`config.mk`:
```
export PLATFORM = sky130hd
export DESIGN_NAME = posit_sum_round_es2
export DESIGN_NICKNAME = d
export VERILOG_FILES = /design/src/rtl/posit_sum_round_es2.sv
export SDC_FILE = /design/constraint.sdc
export NUM_CORES = 1
export LEC_CHECK = 0
export CAP_MARGIN = 20
export CORE_MARGIN = 2
export CORE_UTILIZATION = 45
export DETAILED_ROUTE_END_ITERATION = 10
export GPL_ROUTABILITY_DRIVEN = 0
export PLACE_DENSITY = 0.71
export SYNTH_ARGS = -nofsm -noshare
export SYNTH_HDL_FRONTEND = slang
export SYNTH_SLANG_ARGS = --single-unit
```
`constraint.sdc`:
```
create_clock -name clk -period 5.08 [get_ports clk]
set_input_delay 1.016 -clock clk [delete_from_list [all_inputs] [get_ports clk]]
set_output_delay 1.016 -clock clk [all_outputs]
set_load 0.03 [all_outputs]
```
`src/rtl/posit_sum_round_es2.sv`:
```
// posit_sum_round_es2
//   Three-stage rounding/packing stage for the raw posit<8,2> adder sum.
//   Round-to-nearest-even on the wide fraction, renormalise on mantissa
//   carry-out, saturate the scale to +/-MAX_SCALE (never to zero), and pack
//   the result back into the serialized {sgn, scale, fraction, inf, zero}
//   format. A saturating counter tracks how many results were inexact.
//
// Ports
//   clk            rising-edge clock
//   reset          asynchronous, active-high
//   start          input valid (X treated as 0)
//   in_sum         {sgn, scale[SCALE_W], frac[SUM_FRAC_W], inf, zero}
//   in_truncated   upstream lost bits; folded into sticky
//   result         {sgn, scale[SCALE_W], frac[OUT_FRAC_W], inf, zero}
//   done           result valid, 3 cycles after start
//   inexact        result differs from exact sum (qualified by done)
//   inexact_count  saturating count of done & inexact cycles
module posit_sum_round_es2 #(
  parameter int SUM_FRAC_W = 30,
  parameter int OUT_FRAC_W = 27,
  parameter int SCALE_W    = 8,
  parameter int MAX_SCALE  = 24,
  parameter int CNT_W      = 16
) (
  input  logic                            clk,
  input  logic                            reset,
  input  logic                            start,
  input  logic [SCALE_W+SUM_FRAC_W+2:0]   in_sum,
  input  logic                            in_truncated,
  output logic [SCALE_W+OUT_FRAC_W+2:0]   result,
  output logic                            done,
  output logic                            inexact,
  output logic [CNT_W-1:0]                inexact_count
);

  localparam int D  = SUM_FRAC_W - OUT_FRAC_W;
  localparam int OW = SCALE_W + OUT_FRAC_W + 3;
  localparam logic signed [SCALE_W:0] SMAX = (SCALE_W+1)'(MAX_SCALE);
  localparam logic signed [SCALE_W:0] SMIN = -SMAX;

  // ---------------- input unpack / rounding decision ----------------
  logic                  in_sgn, in_inf, in_zero;
  logic [SCALE_W-1:0]    in_scale;
  logic [SUM_FRAC_W-1:0] in_frac;
  logic [OUT_FRAC_W-1:0] kept;
  logic                  guard, sticky, start_v;

  assign {in_sgn, in_scale, in_frac, in_inf, in_zero} = in_sum;
  assign kept    = in_frac[SUM_FRAC_W-1:D];
  assign guard   = in_frac[D-1];
  // case-equality so an unknown start behaves as a bubble
  assign start_v = (start === 1'b1);

  generate
    if (D > 1) begin : g_sticky
      assign sticky = (|in_frac[D-2:0]) | in_truncated;
    end else begin : g_sticky_trunc
      assign sticky = in_truncated;
    end
  endgenerate

  // ---------------- stage 1: registered inputs ----------------
  logic                  s1_vld_q, s1_sgn_q, s1_up_q, s1_inex_q, s1_inf_q, s1_zero_q;
  logic [SCALE_W-1:0]    s1_scale_q;
  logic [OUT_FRAC_W-1:0] s1_kept_q;

  always_ff @(posedge clk or posedge reset) begin
    if (reset) begin
      s1_vld_q   <= 1'b0;
      s1_sgn_q   <= 1'b0;
      s1_scale_q <= '0;
      s1_kept_q  <= '0;
      s1_up_q    <= 1'b0;
      s1_inex_q  <= 1'b0;
      s1_inf_q   <= 1'b0;
      s1_zero_q  <= 1'b0;
    end else begin
      s1_vld_q   <= start_v;
      s1_sgn_q   <= in_sgn;
      s1_scale_q <= in_scale;
      s1_kept_q  <= kept;
      s1_up_q    <= guard & (sticky | kept[0]);
      s1_inex_q  <= guard | sticky;
      s1_inf_q   <= in_inf;
      s1_zero_q  <= in_zero;
    end
  end

  // ---------------- stage 2: increment / renormalise ----------------
  logic [OUT_FRAC_W:0]       s2_sum;
  logic                      s2_carry;
  logic signed [SCALE_W:0]   s2_scale_d;
  logic [OUT_FRAC_W-1:0]     s2_frac_d;

  assign s2_sum   = {1'b0, s1_kept_q} + (OUT_FRAC_W+1)'(s1_up_q);
  assign s2_carry = s2_sum[OUT_FRAC_W];
  // one extra scale bit so +127 + carry cannot wrap before saturation
  assign s2_scale_d = $signed({s1_scale_q[SCALE_W-1], s1_scale_q})
                    + $signed({{SCALE_W{1'b0}}, s2_carry});
  // carry-out means 1.111..1 rounded to 10.000..0: fraction becomes 0
  assign s2_frac_d  = s2_carry ? '0 : s2_sum[OUT_FRAC_W-1:0];

  logic                      s2_vld_q, s2_sgn_q, s2_inex_q, s2_inf_q, s2_zero_q;
  logic signed [SCALE_W:0]   s2_scale_q;
  logic [OUT_FRAC_W-1:0]     s2_frac_q;

  always_ff @(posedge clk or posedge reset) begin
    if (reset) begin
      s2_vld_q   <= 1'b0;
      s2_sgn_q   <= 1'b0;
      s2_scale_q <= '0;
      s2_frac_q  <= '0;
      s2_inex_q  <= 1'b0;
      s2_inf_q   <= 1'b0;
      s2_zero_q  <= 1'b0;
    end else begin
      s2_vld_q   <= s1_vld_q;
      s2_sgn_q   <= s1_sgn_q;
      s2_scale_q <= s2_scale_d;
      s2_frac_q  <= s2_frac_d;
      s2_inex_q  <= s1_inex_q;
      s2_inf_q   <= s1_inf_q;
      s2_zero_q  <= s1_zero_q;
    end
  end

  // ---------------- stage 3: saturate, specials, output ----------------
  logic [OW-1:0] result_d;
  logic          inexact_d;

  always_comb begin
    result_d  = {s2_sgn_q, s2_scale_q[SCALE_W-1:0], s2_frac_q, 2'b00};
    inexact_d = s2_inex_q;
    if (s2_inf_q) begin
      result_d  = OW'(2);
      inexact_d = 1'b0;
    end else if (s2_zero_q) begin
      result_d  = OW'(1);
      inexact_d = 1'b0;
    end else if (s2_scale_q > SMAX) begin
      result_d  = {s2_sgn_q, SMAX[SCALE_W-1:0], {OUT_FRAC_W{1'b0}}, 2'b00};
      inexact_d = 1'b1;
    end else if (s2_scale_q < SMIN) begin
      // clamp to minpos magnitude; a nonzero sum never becomes zero
      result_d  = {s2_sgn_q, SMIN[SCALE_W-1:0], {OUT_FRAC_W{1'b0}}, 2'b00};
      inexact_d = 1'b1;
    end
  end

  logic [OW-1:0]    result_q;
  logic             done_q, inexact_q;
  logic [CNT_W-1:0] cnt_q;

  always_ff @(posedge clk or posedge reset) begin
    if (reset) begin
      result_q  <= '0;
      done_q    <= 1'b0;
      inexact_q <= 1'b0;
      cnt_q     <= '0;
    end else begin
      done_q <= s2_vld_q;
      // bubbles leave the last result in place
      if (s2_vld_q) begin
        result_q  <= result_d;
        inexact_q <= inexact_d;
        if (inexact_d && (cnt_q != {CNT_W{1'b1}}))
          cnt_q <= cnt_q + CNT_W'(1);
      end
    end
  end

  assign result        = result_q;
  assign done          = done_q;
  assign inexact       = inexact_q;
  assign inexact_count = cnt_q;

endmodule

```
==> impl_metrics.json <==
{
  "die_area_sq_um": 12300,
  "ctsRootBufferMaster": "clkbuf_16",
  "synth.cell_area_sq_um": 5140,
  "setup_viol": 0,
  "synth_top_area_share_pct": 67.1,
  "post_cts_resized": 0,
  "irDropWorstVdd_mv": 0.234,
  "syn_avg_cell_area_sq_um": 12.0,
  "p_sw_mw": 0.631,
  "vias": 3434,
  "first_global_vias": 3518,
  "first_pass_iters": 4,
  "p_sw_share_pct": 24.5,
  "critPathMostFrequentCell": "ha_1",
  "cts_sinks": 138,
  "power_frac_clock_pct": 44.0,
  "routed_via_density": 4.93,
  "cts_buffers": 17,
  "min_period_over_period_pct": 57.5,
  "yosysMostFrequentCell": "dfrtp_1",
  "synthTopCellsByArea": "dfrtp_1 67%, xnor2_1 5.1%, o21ai_0 4.0%",
  "fin_setup_tns_ns": 0,
  "post-route-drc-count": 0,
  "layout.nets": 591,
  "fill_cells": 884,
  "slew_viol_final": 0,
  "wirelength_mm": 9.77,
  "critPathArrivalTime_ns": 3.25,
  "yosys.area.top_type": "dfrtp_1",
  "finalCriticalPeriod_ns": 2.92,
  "grt_max_degree": 116,
  "crit_type": "reg -> reg",
  "intPower_mw": 1.94,
  "clock_path_buffers": 2,
  "grt_pass1_wl_mm": 16.5,
  "antenna_found_initial": 0,
  "cts_tree": "yes",
  "worstMarginPinSlew_ns": 1.08,
  "pre_cts_slack_ns": 2.10,
  "drt_iter0_drc": 138,
  "die_x_um": 111,
  "clk_pin_slew_ns": 0.06,
  "std_cell_rows": 39,
  "synth_ff_type": "dfrtp_1",
  "multi_input_area_sq_um": 1470,
  "cap_violations": 0,
  "syn_nets": 480,
  "p_comb_share_pct": 8.9,
  "synth_edf_count": 0,
  "min_path_type": "reg -> reg",
  "wl_per_cell_um": 14.0,
  "ctsHtreeMaxLevel": 4,
  "ant_nets": 0,
  "synthCells": 430,
  "worstPathRequired_ns": 5.41,
  "rsz0062_at_grt": "false",
  "fin_skew_ns": 0.0135,
  "power.leakage_nw": 2.87,
  "power_density_nw_per_um2": 375,
  "hold_violations": 0,
  "io_buffers": 100,
  "worst_setup_path_start_kind": "register",
  "coreArea_sq_um": 11300,
  "fin_util_pct": 60.9,
  "crit_path_top_delay_cell": "nor4_4",
  "io_pins": 101,
  "synth_cell_type_count": 42,
  "seq_area_sq_um": 3450,
  "area_growth_pct": 33.4,
  "grtUsageTotal_pct": 17.3,
  "layout-drive-gt1-share_pct": 8.12,
  "synth_common_cells": "138 x dfrtp_1, 47 x nand2_1, 43 x inv_1, 41 x o21ai_0, 30 x xnor2_1",
  "critPathMaxFanout": 14,
  "status": "finished clean",
  "hpwlAfterDp_mm": 6.74,
  "yosys_warnings": 0,
  "hold-worst-slack_ns": 0.349,
  "initial_utilization_pct": 45.6,
  "n_antenna_cell": 0,
  "end_kind": "register",
  "max_stage_delay_ns": 0.50,
  "overflow": 0,
  "layout_setup_ws_ns": 2.16,
  "hold_buffers": 0,
  "path_cells": "ha_1 -> nand2_1 -> nor4_4 -> and2_4 -> and3_1 -> ha_1 -> ha_1 -> nand3_1 -> nor2_1 -> xor2_1",
  "fmax_mhz": 342,
  "maxSlewHeadroom_pct": 27.9,
  "cts_setup_buffers": 0,
  "synth_seq_cells": 138,
  "p_seq_share_pct": 47.1,
  "clkLatencyLatePin_ns": 0.41,
  "yosysSeqAreaShare_pct": 67.1,
  "synthArstFlopShare_pct": 100,
  "die_h_um": 111
}
kinds of logic (layout without fill, tap and decap cells):
family                     after synthesis  in the layout  share of synthesized area (%)
buffers and inverters                   54            178                           4.38
AOI/OAI and AO/OA                       52             52                           5.84
and+or+nand+nor                        135            135                           13.4
xor gates and xnor gates                42             42                           7.15
DFF                                    138            138                           67.1
adders and majority gates                5              5                           1.22
muxes                                    4              4                          0.851
per-stage QoR:
stage / cells / cell area (sq um) / total power [mW]
2_1_floorplan: 430 / 5140 / 1.34
3_3_place_gp: 664 / 6280 / 1.45
3_5_place_dp: 664 / 6280 / 1.46
4_1_cts: 696 / 6840 / 2.60
5_1_grt: 697 / 6860 / 2.68
6_report: 697 / 6860 / 2.57
power groups by stage:
stage          sequential [mW]  combinational, mW  clock, mW
2_1_floorplan             1.27             0.0741          0
3_3_place_gp              1.23              0.226          0
3_5_place_dp              1.23              0.230          0
4_1_cts                   1.21              0.232       1.16
5_1_grt                   1.22              0.247       1.21
6_report                  1.21              0.229       1.13
registers in the layout (all words and copies together) (netlist names), 8 cells and up:
| register | cells |
|---|---|
| s2_scale_q | 9 |
| result | 38 |
| s1_scale_q | 8 |
| s2_frac_q | 27 |
| s1_kept_q | 27 |
| inexact_count | 16 |
final timing paths:
path / startpoint / to / slack [ns] / cells past startpoint
worst min-delay path: s1_vld_q$_DFF_PP0_ / s2_vld_q$_DFF_PP0_ / 0.35 / 0
worst max-delay path: s1_up_q$_DFF_PP0_ / s2_scale_q[6]$_DFF_PP0_ / 2.16 / 10
worst min register to register: s1_vld_q$_DFF_PP0_ / s2_vld_q$_DFF_PP0_ / 0.35 / 0
min in group asynchronous: reset / result[23]$_DFFE_PP0P_ / 1.03 / 2
max in group asynchronous: reset / result[2]$_DFFE_PP0P_ / 3.03 / 4
worst max register to register: s1_up_q$_DFF_PP0_ / s2_scale_q[6]$_DFF_PP0_ / 2.16 / 10
area by class of cell:
class / count / area share (%)
repair buffers: 103 / 15.2
flip-flops and latches: 138 / 50.3
clock inverters: 14 / 1.86
clock buffers: 18 / 6.25
well taps: 143 / 2.61
multi-input cells: 238 / 21.3
inverters: 43 / 2.42
routing by layer:
layer,part of all wire (%),global-route usage (%),vias to the layer above
met3,5.1,4.70,16
met1,42,20.9,1685
met2,51,28.7,93
met5,0,0,-
li1,-,-,1640
met4,1.9,8.75,0
worst max-delay path: cells and delay by family, from the launching register on:
family                     cells  cell delay (ns)
and+or+nand+nor                6             1.67
adders and majority gates      3             0.67
DFF                            1             0.34
xor gates and xnor gates       1             0.17
placed cells by master (no fill, tap or decap), types with 2 or more instances in the layout:
cell / synthesis / final
and2_1: 4 / 4
and3_1: 9 / 9
and4_1: 6 / 6
buf_4: 2 / 2
clkbuf_16: 0 / 17
clkdlybuf4s50_1: 0 / 100
clkinv_2: 0 / 2
clkinv_4: 0 / 4
clkinvlp_4: 0 / 7
dfrtp_1: 138 / 138
ha_1: 5 / 5
inv_1: 43 / 42
mux2_2: 3 / 3
nand2_1: 47 / 47
nand3_1: 24 / 24
nand4_1: 11 / 11
nor2_1: 22 / 22
o21ai_0: 41 / 41
xnor2_1: 30 / 30
xor2_1: 12 / 12
Power figures use the tool's default switching activity.
